**src/rtl/tm_association_lookup.sv**
```systemverilog
// ============================================================================
// Module  : tm_association_lookup
// Brief   : Round-robin poll arbiter for queue-association RAM lookups, with an
//           in-order tag FIFO that routes read data back to the owning requester.
//           Optional parity checking is enabled by TM_ASSOC_PARITY_CHECK_EN.
// Revision: 1.0 - initial release
// ============================================================================
`timescale 1ns/1ps
`default_nettype none

`ifndef FIRST_LVL_QUEUE_ID_NBITS
`define FIRST_LVL_QUEUE_ID_NBITS 8
`endif
`ifndef SECOND_LVL_QUEUE_ID_NBITS
`define SECOND_LVL_QUEUE_ID_NBITS 8
`endif
`ifndef THIRD_LVL_QUEUE_ID_NBITS
`define THIRD_LVL_QUEUE_ID_NBITS 6
`endif
`ifndef FOURTH_LVL_QUEUE_ID_NBITS
`define FOURTH_LVL_QUEUE_ID_NBITS 4
`endif
`ifndef PORT_ID_NBITS
`define PORT_ID_NBITS 3
`endif

module tm_association_lookup #(
    parameter int NUM_REQ     = 4,
    parameter int QID_NBITS   = `FIRST_LVL_QUEUE_ID_NBITS,
    parameter int CONN_NBITS  = `SECOND_LVL_QUEUE_ID_NBITS,
    parameter int GRP_NBITS   = `THIRD_LVL_QUEUE_ID_NBITS,
    parameter int PQ_NBITS    = `FOURTH_LVL_QUEUE_ID_NBITS,
    parameter int PORT_NBITS  = `PORT_ID_NBITS,
    parameter int OUTSTANDING = 4
) (
    input  logic                                              clk,
    input  logic                                              rst,
    input  logic [NUM_REQ-1:0]                                poll_req,
    input  logic [NUM_REQ*QID_NBITS-1:0]                      poll_qid,
    output logic [NUM_REQ-1:0]                                poll_ready,
    output logic                                              queue_association_rd,
    output logic [QID_NBITS-1:0]                              queue_association_raddr,
    input  logic                                              queue_association_ack,
    input  logic [CONN_NBITS+GRP_NBITS+PQ_NBITS+PORT_NBITS:0] queue_association_rdata,
    output logic [NUM_REQ-1:0]                                poll_association_ack,
    output logic [CONN_NBITS-1:0]                             association_conn_id,
    output logic [GRP_NBITS-1:0]                              association_conn_group_id,
    output logic [PQ_NBITS-1:0]                               association_port_queue_id,
    output logic [PORT_NBITS-1:0]                             association_port_id,
    output logic                                              association_parity_err,
    output logic                                              unexpected_ack_err
);

    localparam int IDX_W = (NUM_REQ > 1) ? $clog2(NUM_REQ) : 1;
    localparam int PTR_W = $clog2(OUTSTANDING);
    localparam int CNT_W = PTR_W + 1;
    localparam int F_GRP  = CONN_NBITS;
    localparam int F_PQ   = F_GRP + GRP_NBITS;
    localparam int F_PORT = F_PQ + PQ_NBITS;
    localparam logic [CNT_W-1:0] c_full_cnt = CNT_W'(OUTSTANDING);

    logic [IDX_W-1:0]      r_rr_ptr;
    logic [IDX_W-1:0]      w_win_idx;
    logic [IDX_W-1:0]      w_rr_next;
    logic                  w_any_req;
    logic                  w_full;
    logic                  w_accept;
    logic                  w_consume;
    logic                  w_unexpected;
    logic [NUM_REQ-1:0]    w_grant;
    logic [QID_NBITS-1:0]  w_win_qid;
    logic [CNT_W-1:0]      r_inflight;
    logic [PTR_W-1:0]      r_wr_ptr;
    logic [PTR_W-1:0]      r_rd_ptr;
    logic [IDX_W-1:0]      r_tag_mem [OUTSTANDING];
    logic [IDX_W-1:0]      w_head_tag;

    logic                  r_rd;
    logic [QID_NBITS-1:0]  r_raddr;
    logic [NUM_REQ-1:0]    r_resp;
    logic [CONN_NBITS-1:0] r_conn;
    logic [GRP_NBITS-1:0]  r_grp;
    logic [PQ_NBITS-1:0]   r_pq;
    logic [PORT_NBITS-1:0] r_port;
    logic                  r_unexp;

    // Scan from the highest offset down so the nearest requester after r_rr_ptr wins.
    always_comb begin
        logic [IDX_W-1:0] v_idx;
        w_any_req = 1'b0;
        w_win_idx = '0;
        v_idx     = '0;
        for (int k = NUM_REQ - 1; k >= 0; k--) begin
            v_idx = IDX_W'((int'(r_rr_ptr) + k) % NUM_REQ);
            if (poll_req[v_idx]) begin
                w_any_req = 1'b1;
                w_win_idx = v_idx;
            end
        end
    end

    assign w_full       = (r_inflight == c_full_cnt);
    assign w_grant      = (w_any_req && !w_full) ? (NUM_REQ'(1) << w_win_idx) : '0;
    assign w_accept     = |(poll_req & w_grant);
    assign w_consume    = queue_association_ack && (r_inflight != '0);
    assign w_unexpected = queue_association_ack && (r_inflight == '0);
    assign w_head_tag   = r_tag_mem[r_rd_ptr];
    assign w_win_qid    = poll_qid[int'(w_win_idx)*QID_NBITS +: QID_NBITS];
    assign w_rr_next    = (int'(w_win_idx) == NUM_REQ - 1) ? '0 : w_win_idx + 1'b1;

    always_ff @(posedge clk) begin
        if (w_accept) begin
            r_tag_mem[r_wr_ptr] <= w_win_idx;
        end
    end

    always_ff @(posedge clk or posedge rst) begin
        if (rst) begin
            r_rr_ptr   <= '0;
            r_inflight <= '0;
            r_wr_ptr   <= '0;
            r_rd_ptr   <= '0;
            r_rd       <= 1'b0;
            r_raddr    <= '0;
            r_resp     <= '0;
            r_conn     <= '0;
            r_grp      <= '0;
            r_pq       <= '0;
            r_port     <= '0;
            r_unexp    <= 1'b0;
        end else begin
            r_rd <= w_accept;
            if (w_accept) begin
                r_raddr  <= w_win_qid;
                r_rr_ptr <= w_rr_next;
                r_wr_ptr <= r_wr_ptr + 1'b1;
            end
            if (w_consume) begin
                r_rd_ptr <= r_rd_ptr + 1'b1;
                r_resp   <= NUM_REQ'(1) << w_head_tag;
                r_conn   <= queue_association_rdata[CONN_NBITS-1:0];
                r_grp    <= queue_association_rdata[F_GRP +: GRP_NBITS];
                r_pq     <= queue_association_rdata[F_PQ +: PQ_NBITS];
                r_port   <= queue_association_rdata[F_PORT +: PORT_NBITS];
            end else begin
                r_resp   <= '0;
            end
            case ({w_accept, w_consume})
                2'b10:   r_inflight <= r_inflight + 1'b1;
                2'b01:   r_inflight <= r_inflight - 1'b1;
                default: r_inflight <= r_inflight;
            endcase
            if (w_unexpected) begin
                r_unexp <= 1'b1;
            end
        end
    end

`ifdef TM_ASSOC_PARITY_CHECK_EN
    logic r_par_err;

    // Parity is even over the whole word, so any odd XOR flags the response.
    always_ff @(posedge clk or posedge rst) begin
        if (rst) begin
            r_par_err <= 1'b0;
        end else if (w_consume) begin
            r_par_err <= ^queue_association_rdata;
        end
    end

    assign association_parity_err = r_par_err;
`else
    logic w_unused_parity_bit;

    assign w_unused_parity_bit    = queue_association_rdata[F_PORT + PORT_NBITS];
    assign association_parity_err = 1'b0;
`endif

    assign poll_ready                = w_grant;
    assign queue_association_rd      = r_rd;
    assign queue_association_raddr   = r_raddr;
    assign poll_association_ack      = r_resp;
    assign association_conn_id       = r_conn;
    assign association_conn_group_id = r_grp;
    assign association_port_queue_id = r_pq;
    assign association_port_id       = r_port;
    assign unexpected_ack_err        = r_unexp;

endmodule

`default_nettype wire
```
**config.mk**
```make
export PLATFORM = sky130hd
export DESIGN_NAME = tm_association_lookup
export DESIGN_NICKNAME = d
export VERILOG_FILES = /design/src/rtl/tm_association_lookup.sv
export SDC_FILE = /design/constraint.sdc
export NUM_CORES = 1
export LEC_CHECK = 0
export ABC_CLOCK_PERIOD_IN_PS = 6350
export CORE_MARGIN = 1.5
export CORE_UTILIZATION = 47
export CTS_CLUSTER_DIAMETER = 100
export DETAILED_ROUTE_END_ITERATION = 10
export GPL_ROUTABILITY_DRIVEN = 0
export MAX_ROUTING_LAYER = met4
export PLACE_DENSITY = 0.86
export SLEW_MARGIN = 20
export SYNTH_ARGS = -nofsm -noshare
export SYNTH_HDL_FRONTEND = slang
export SYNTH_SLANG_ARGS = --single-unit
```
**constraint.sdc**
```tcl
create_clock -name clk -period 6.35 [get_ports clk]
set_input_delay 1.27 -clock clk [delete_from_list [all_inputs] [get_ports clk]]
set_output_delay 1.27 -clock clk [all_outputs]
set_load 0.05 [all_outputs]
```
* Yosys cells after proc, flatten, opt, wreduce, memory -nomap -nowiden
Memory sizes are Yosys's and may differ from the RTL's.
Index checks and enable logic that the tools add are counted.
** Storage, ports and cells
- Register bits :: 44
- RAM bits :: 8
- Input port bits :: 61
- Output and inout port bits :: 40
- Word-level logic and storage cells :: 63
- Memories kept :: 1
** Operators by class
- Add/subtract/negate cells :: 8
- $lt $le $gt $ge :: 4
- Equal/unequal tests :: 4
- Shifts and indexed selects :: 3
- Multiplexer cells :: 22
- Bitwise operators :: 1
- Reductions and logical operators :: 8
** Memory list
- r_tag_mem :: words 4, width 2, read ports 1, clocked after memory_dff 0, write ports 1, line 75 : logic [IDX_W-1:0] r_tag_mem [OUTSTANDING];
** Operator list (number)
- indexed part select 32 x 6 -> 8 bit :: 1
- less-than comparator 2 x 3 -> 1 bit (second input constant) :: 4
- two-way mux 1 bit :: 10
- two-way mux 2 bit :: 5
- adder 2 x 1 -> 2 bit (second input constant) :: 4
- binary-select mux 1 bit (select 2 bit) :: 4
- two-way mux 4 bit :: 2
- << shifter 1 x 2 -> 4 bit (first input constant) :: 2
- one-hot mux 3 bit (2 select lines) :: 1
- adder 2 bit (second input constant) :: 2
- bitwise AND 4 bit :: 1
- == test 2 x 1 -> 1 bit (second input constant) :: 2
- OR reduction 4 bit :: 1
- adder 3 x 1 -> 3 bit (second input constant) :: 1
- == test 3 bit (second input constant) :: 1
- logical AND 1 bit :: 3
- zero test 3 bit :: 1
- nonzero test 3 bit :: 1
- subtractor 3 x 1 -> 3 bit (second input constant) :: 1
- == test 2 bit (second input constant) :: 1
- nonzero test 2 bit :: 1
- zero test 1 bit :: 1

* Logic depth before layout (Yosys ltp)
Gate-level depths: netlist (run 1).
- Depth in word-level cells :: 13
- Mapped depth :: 15
- Gate-level depth less buffers :: 14

* Least setup slack after synthesis (run 1)
Ideal clock, no wire load.
- Path type :: input port to output port
- From :: input poll_req[2]
- To :: output poll_ready[0]
- Data arrival time :: 2.845 ns
- Required time :: 5.080 ns
- Path slack :: 2.235 ns
- Stages on the path :: 6
- Buffers on the path :: 1
- Cells stage by stage :: nor2b_1 a21boi_1 o32ai_2 inv_2 clkbuf_1 nor2_1
** On the way
- Cells in the longest elaborated chain, start to end :: 8
- Elaborated cells between the ends (all ways) :: 19
- Those cells by class :: 1 x shift; 17 x mux; 1 x reduce/logical
** Ends and longest elaborated chain
- from (decl) :: line 38 : input logic [NUM_REQ-1:0] poll_req,
- binary-select mux 1 bit (select 2 bit) :: line 95 : if (poll_req[v_idx]) begin
- two-way mux 1 bit (implied by the code) :: line 95
- two-way mux 2 bit (3 in a row) :: line 95
- two-way mux 2 bit * :: line 95
- named net w_win_idx[1] :: line 63 : logic [IDX_W-1:0] w_win_idx;
- << shifter 1 x 2 -> 4 bit * :: line 103 : assign w_grant = (w_any_req && !w_full) ? (NUM_REQ'(1) << w_win_idx) : '0;
- two-way mux 4 bit * :: line 103
- to (decl) :: line 40 : output logic [NUM_REQ-1:0] poll_ready,
The timed path passes the listed nets; every way through them passes the cells marked *. The select of a mux whose other input is x is not followed.

* Worst setup path after layout (run 1)
- From :: input poll_req[3]
- To :: output poll_ready[3]
** On the way
- Cells in the longest elaborated chain, start to end :: 8
- Elaborated cells between the ends (all ways) :: 19
- Those cells by class :: 1 x shift; 17 x mux; 1 x reduce/logical
** Ends and longest elaborated chain (line)
- binary-select mux 1 bit (select 2 bit) :: 95
- two-way mux 1 bit (implied by the code) :: 95
- two-way mux 2 bit / two-way mux 1 bit (equally long branches) (4 in a row) :: 95
- << shifter 1 x 2 -> 4 bit / logical AND 1 bit (equally long branches) :: 103
- two-way mux 4 bit * :: 103
Every way passes the cells marked *; elsewhere a longest branch is shown, timed or not. The select of a mux whose other input is x is not followed.

==> results of run 1 <==
[worst min-delay path, stage by stage (launching register included)]
cell     delay [ps]
dfrtp_1         350
nand2_1          50
nand2_1          60
[layer usage]
metal / global-route usage, % / up-vias / wire length, um
met5: - / - / 0
met4: 6.852 / 0 / 48
met3: 3.452 / 6 / 409
met2: 38.14 / 101 / 3039
met1: 28.67 / 1016 / 2588
li1: - / 1019 / -
[cells by family (layout without fill, tap and decap cells)]
group | after synthesis | in the layout | synth area share, %
and+or+nand+nor | 105 | 105 | 18.47
other | 1 | 1 | 0.1465
AOI/OAI and AO/OA | 32 | 32 | 11.78
adders and majority gates | 7 | 7 | 3.715
DFF | 52 | 52 | 52.40
muxes | 13 | 13 | 6.158
buffers and inverters | 31 | 127 | 5.279
xor gates and xnor gates | 6 | 6 | 2.053
[through the flow]
step                      util (%)  setup WS, ps  power (W)  cells  cell area (um^2)
after floorplan                  -          2235   0.001365    247              2560
after global placement       69.21          1191   0.001666    405              3580
after detailed placement     69.21          1164   0.001705    405              3580
after CTS                    71.41          1165   0.001937    413              3694
after global routing         71.41          1019   0.002046    413              3694
final                        71.41          1152   0.001923    413              3694
[placed cells by master (no fill, tap or decap), types with 4 or more instances in the layout]
| cell type | netlist | routed |
|---|---|---|
| nor2_1 | 8 | 8 |
| inv_1 | 16 | 15 |
| mux2i_1 | 9 | 9 |
| nand3_1 | 9 | 9 |
| nor2b_1 | 4 | 4 |
| clkbuf_8 | 0 | 5 |
| a211o_1 | 8 | 8 |
| ha_1 | 6 | 6 |
| nand2_1 | 68 | 68 |
| o21ai_0 | 8 | 8 |
| xnor2_1 | 4 | 4 |
| dfrtp_1 | 44 | 44 |
| and2_1 | 5 | 5 |
| edfxtp_1 | 8 | 8 |
| o221ai_2 | 6 | 6 |
| clkdlybuf4s50_1 | 0 | 98 |
[area by class of cell]
class                   count  share of cell area [%]
flip-flops and latches     52                   36.31
multi-input cells         164                   29.34
repair buffers            100                   26.96
well taps                  70                   2.371
inverters                  19                   1.931
clock buffers               5                   1.863
clock inverters             3                   1.220
[flip-flops by register name (all words and copies together), names as in the netlist, 2 cells and up]
register / flops
association_conn_id: 8
r_wr_ptr: 2
r_inflight: 3
r_rr_ptr: 2
association_conn_group_id: 6
r_tag_mem: 8
association_port_queue_id: 4
queue_association_raddr: 8
association_port_id: 3
poll_association_ack: 4
r_rd_ptr: 2
[worst max-delay path by stage]
stage                               end  slack, ps  cells after the start
final                     poll_ready[3]       1150                      7
after global routing      poll_ready[3]       1020                      7
after CTS                 poll_ready[3]       1160                      7
after detailed placement  poll_ready[3]       1160                      7
after global placement    poll_ready[3]       1190                      7
after floorplan           poll_ready[0]       2240                      6
[power by group through the flow]
stage / Sequential (W) / Combinational (W) / Clock [W]
after global routing: 0.000590 / 0.00120 / 0.000251
after global placement: 0.000569 / 0.00110 / 0
after detailed placement: 0.000580 / 0.00113 / 0
after floorplan: 0.000866 / 0.000499 / 0
final: 0.000573 / 0.00112 / 0.000230
after CTS: 0.000573 / 0.00113 / 0.000237
==> qor.csv, run 1 <==
stage;metric;value;unit
outcome;status;completed;
power_and_ir_drop;Leak Pwr;1.647;nW
cts;depth of the CTS H-tree;2;
cts;clock root buffer;clkbuf_8;
critical_path;CP Capture Type;primary output;
sta;final setup TNS;0;ps
cts;post-CTS sizing;0;
sta;WHS;478.5;ps
logic_synthesis;Synth Area per Inst;10.36;um^2
sta;Fin. Hold Viols;0;
power_and_ir_drop;Gate power share;58.2;%
critical_path;CP Cell Sequence;clkdlybuf4s50_1, nor2_2, or4b_1, nand2_1, ha_1, and2_1, clkdlybuf4s50_1;
finish;Reg area;1341;um^2
power_and_ir_drop;Switching Share;46.97;%
power_and_ir_drop;P_sw;0.0009034;W
die;die height;76.80;um
finish;diode count;0;
logic_synthesis;sequential-to-total area share from yosys stat;52.39;%
min_path;worst hold path stage count;2;
logic_synthesis;most frequent cell after synthesis;nand2_1;
die;Core ar.;5172;um^2
critical_path;critical path's top delay family;buffers and inverters;
logic_synthesis;#FFs+latches synth;52;
cts;CTS sink cnt;52;
route;vias per cell;5.186;
critical_path;Critical Path Start;poll_req[3];
finish;layout cells sized above 1;8.163;%
global_route;initial antenna violation count;0;
critical_path;r2r endpoint;r_inflight[2];
critical_path;arrival time of the worst setup path;3930;ps
sta;final setup vio count;0;
route;final wirelength;6.086;mm
sta;Slew Viols, Final;0;
cts;total clock buffers created by CTS;5;
die;die width;76.80;um
sta;Tcrit/Tclk final;81.85;%
place;Port Buf Inserts;98;
job;max-cap violations;0;
cts;# hold bufs at CTS;0;
logic_synthesis;Cell variety after synth;43;
route;Post-DRT Antenna Nets;0;
finish;area delta synth->final;44.28;%
logic_synthesis;Area contributors post-synth;dfrtp_1, nand2_1, edfxtp_1;
sta;Worst-Margin Slew;930.4;ps
power_and_ir_drop;Peak VDD IR;0.2481;mV
critical_path;Buffers & Inverters on Critical Path;2;
route;WL/cell;14.74;um
logic_synthesis;Synth Warn #;0;
critical_path;CP Launch Type;input port;
die;# rows;26;
global_route;first-pass GRT wire length;10.35;mm
sta;fmax;192.4;MHz
logic_synthesis;FFs w/ async S/R, synth;84.62;%
route;routed vias;2142;
route;First-pass DRT Iterations;4;
logic_synthesis;top-area cell type share of the netlist area;43.01;%
critical_path;crit path max fanout;11;
min_path;hold_sp;association_conn_id[6];
power_and_ir_drop;sequential share of power;29.8;%
cts;CTS tree;yes;
logic_synthesis;Synth Net Count;315;
logic_synthesis;Cell Area, Synth;2560;um^2
min_path;Hold Crit Class;reg -> reg;
sta;Period minus WS final;5198;ps
power_and_ir_drop;clock power share;12.0;%
cts;post-CTS setup buffers;0;
min_path;Hold Path Sink;association_conn_id[6];
critical_path;RR Startpoint;r_rr_ptr[1];
power_and_ir_drop;PD cells;520.7;nW/um^2
global_route;vias in the first global route;2220;
logic_synthesis;Syn Inst Count;247;
cts;Clock Latency Late Sink;300;ps
critical_path;critical path's most frequent cell;clkdlybuf4s50_1;
critical_path;Critical Path Slowest Stage Cell;clkdlybuf4s50_1;
critical_path;reg2reg path depth;12;
sta;clock skew;5.084;ps
global_route;largest net degree at the start of global routing;45;
sta;RSZ-0062 raised after global routing;false;
finish;nets;410;
die;Starting Density;49.49;%
global_route;grt ovf;0;
critical_path;CP Class;in -> out;
logic_synthesis;Primary FF master, synth;dfrtp_1;
route;DRC errors left;0;
finish;# fillers;388;
route;initial drt markers;102;
critical_path;Reg2Reg Setup Slack;3040;ps
place;Final HPWL DP;4.595;mm
cts;Reg clk slew, reported paths;90;ps
cts;CTS max path bufs;2;
logic_synthesis;Post-synth EDFFs;8;
logic_synthesis;Commonest cells post-synth;nand2_1, dfrtp_1, inv_1;
power_and_ir_drop;Power Internal;0.001020;W
critical_path;Crit path required time;5080;ps
die;num ports;101;
critical_path;CP max stage delay;790;ps
logic_synthesis;Yosys top cell by area;dfrtp_1;
finish;area of the multi-input gates;1084;um^2
die;Die ar.;5898;um^2
global_route;gr usage total;22.81;%
sta;Max-slew headroom;37.98;%
No activity file was read; power rests on OpenSTA's default activity.
==> inputs of run 2 (changes only) <==
- ABC_CLOCK_PERIOD_IN_PS: 6350 -> 5500
- CORE_UTILIZATION: 47 -> 44
- PLACE_DENSITY: 0.86 -> 0.81
- clock period: 6.35 -> 5.5 ns (I/O delays scaled with it)
==> run 2 against run 1 <==
Net effect:
- sequential power grew 14%
- highest routed layer unchanged
- critical endpoint unchanged
- via count shrank 3.3%
- core utilization shrank 5.4 points
- non-clock buffer count is the same
==> qor.csv, run 2 (synthesis gave the netlist of run 1 again) <==
stage;metric;value;unit;change
cts;CTS tree;yes;;unchanged
job;max-cap violations;0;;unchanged
critical_path;arrival time of the worst setup path;3760;ps;was 3930 ps
place;Port Buf Inserts;98;;unchanged
sta;Period minus WS final;4863;ps;
finish;# fillers;435;;was 388
global_route;initial antenna violation count;0;;unchanged
power_and_ir_drop;PD cells;593.1;nW/um^2;was 520.7 nW/um^2
finish;Util after Layout;65.97;%;was 71.41%
route;First-pass DRT Iterations;4;;unchanged
route;routed vias;2071;;was 2142
power_and_ir_drop;Leak Pwr;1.639;nW;was 1.647 nW
sta;Worst-Margin Slew;950.3;ps;was 930.4 ps
cts;clock root buffer;clkbuf_8;;unchanged
critical_path;CP Capture Type;primary output;;unchanged
cts;Reg clk slew, reported paths;90;ps;about the same
sta;fmax;205.6;MHz;
critical_path;Reg2Reg Setup Slack;1960;ps;was 3040 ps
place;Setup WS pre-CTS;657.8;ps;was 1164 ps
finish;commonest cells after routing, fill and taps aside;clkdlybuf4s50_1, nand2_1, dfrtp_1;;unchanged
finish;layout cells sized above 1;8.163;%;unchanged
sta;WHS;473.3;ps;was 478.5 ps
sta;final setup vio count;0;;unchanged
critical_path;CP Class;in -> out;;unchanged
route;WL/cell;14.10;um;was 14.74 um
cts;CTS max path bufs;2;;unchanged
finish;nets;410;;unchanged
sta;Slew Viols, Final;0;;unchanged
critical_path;crit path max fanout;11;;unchanged
critical_path;Crit path required time;4400;ps;was 5080 ps
critical_path;RR Startpoint;r_inflight[0];;was r_rr_ptr[1]
die;Starting Density;45.93;%;was 49.49%
route;Post-DRT Antenna Nets;0;;unchanged
critical_path;CP Launch Type;input port;;unchanged
place;Placed Cells;407;;was 405
sta;Fin. Hold Viols;0;;unchanged
cts;CTS sink cnt;52;;unchanged
sta;clock skew;12.52;ps;was 5.084 ps
finish;area delta synth->final;43.65;%;was 44.28%
cts;depth of the CTS H-tree;2;;unchanged
sta;Tcrit/Tclk final;88.43;%;
global_route;largest net degree at the start of global routing;45;;unchanged
die;num ports;101;;unchanged
finish;final non-filler cell total;415;;was 413
cts;Clock Latency Late Sink;300;ps;about the same
min_path;Hold Path Sink;unexpected_ack_err;;was association_conn_id[6]
finish;diode count;0;;unchanged
cts;# hold bufs at CTS;0;;unchanged
sta;Worst Setup Slack, final;636.5;ps;was 1152 ps
cts;post-CTS sizing;0;;unchanged
die;die width;79.28;um;was 76.80 um
sta;RSZ-0062 raised after global routing;false;;unchanged
route;final wirelength;5.852;mm;was 6.086 mm
route;DRC errors left;0;;unchanged
min_path;Hold Crit Class;reg -> reg;;unchanged
min_path;hold_sp;unexpected_ack_err;;was association_conn_id[6]
min_path;worst hold path stage count;1;;was 2
die;Die ar.;6285;um^2;was 5898 um^2
die;# rows;27;;was 26
sta;final setup TNS;0;ps;unchanged
finish;most common cell after layout, fill and taps aside;clkdlybuf4s50_1;;unchanged
global_route;first-pass GRT wire length;9.867;mm;was 10.35 mm
die;Core ar.;5574;um^2;was 5172 um^2
global_route;vias in the first global route;2162;;was 2220
global_route;gr usage total;20.57;%;was 22.81%
die;die height;79.28;um;was 76.80 um
critical_path;reg2reg path depth;7;;was 12
outcome;status;completed;;unchanged
sta;Max-slew headroom;36.65;%;was 37.98%
cts;total clock buffers created by CTS;5;;unchanged
route;vias per cell;4.990;;was 5.186
power_and_ir_drop;Peak VDD IR;0.4567;mV;was 0.2481 mV
cts;post-CTS setup buffers;0;;unchanged
global_route;grt ovf;0;;unchanged
route;initial drt markers;82;;was 102
critical_path;r2r endpoint;r_inflight[1];;was r_inflight[2]
place;Final HPWL DP;4.387;mm;was 4.595 mm
run 2: how the worst max path moves through the flow:
stage                start            end  slack (ps)  cells after the start
3_3_place_gp   poll_req[3]  poll_ready[3]         680                      7
3_5_place_dp   poll_req[3]  poll_ready[3]         660                      7
5_1_grt        poll_req[3]  poll_ready[3]         530                      7
4_1_cts        poll_req[3]  poll_ready[3]         650                      7
6_report       poll_req[3]  poll_ready[3]         640                      7
2_1_floorplan  poll_req[2]  poll_ready[0]        1730                      6
run 2: area by class of cell:
cell class | instances | area [um^2] | area share, %
Multi-Input combinational cell | 164 | 1084 | 29.47
Tap cell | 72 | 90.09 | 2.450
Clock buffer | 5 | 68.82 | 1.871
Clock inverter | 3 | 26.28 | 0.7145
Timing Repair Buffer | 100 | 996.0 | 27.08
Inverter | 19 | 71.32 | 1.939
Sequential cell | 52 | 1341 | 36.48
run 2: per-layer routing:
| layer | part of all wire, % | vias up | global-route usage (%) |
|---|---|---|---|
| met4 | 0.80 | 0 | 4.737 |
| met3 | 9.2 | 4 | 6.092 |
| met2 | 46 | 93 | 35.13 |
| met5 | 0 | - | - |
| li1 | - | 1016 | - |
| met1 | 44 | 958 | 23.98 |
run 2: critical path: stages:
cell and delay, ps:
clkdlybuf4s50_1 560, nor2_2 110, or4b_1 740, nand2_1 150
ha_1 170, and2_1 130, clkdlybuf4s50_1 800
run 2: metrics by stage:
stage                     total power [W]  area (um^2)
after detailed placement         0.001969         3582
after floorplan                  0.001576         2560
final                            0.002181         3677
after CTS                        0.002203         3677
after global placement           0.001930         3582
after global routing             0.002326         3677
run 2: where the power goes:
| group | total, W | switching [W] | internal [W] | leakage, nW |
|---|---|---|---|---|
| logic | 0.00130 | 0.000821 | 0.000479 | 0.980 |
| clock network | 0.000225 | 0.000131 | 0.0000940 | 0.0506 |
| registers | 0.000655 | 0.0000912 | 0.000564 | 0.608 |
| total | 0.00218 | 0.00104 | 0.00114 | 1.64 |
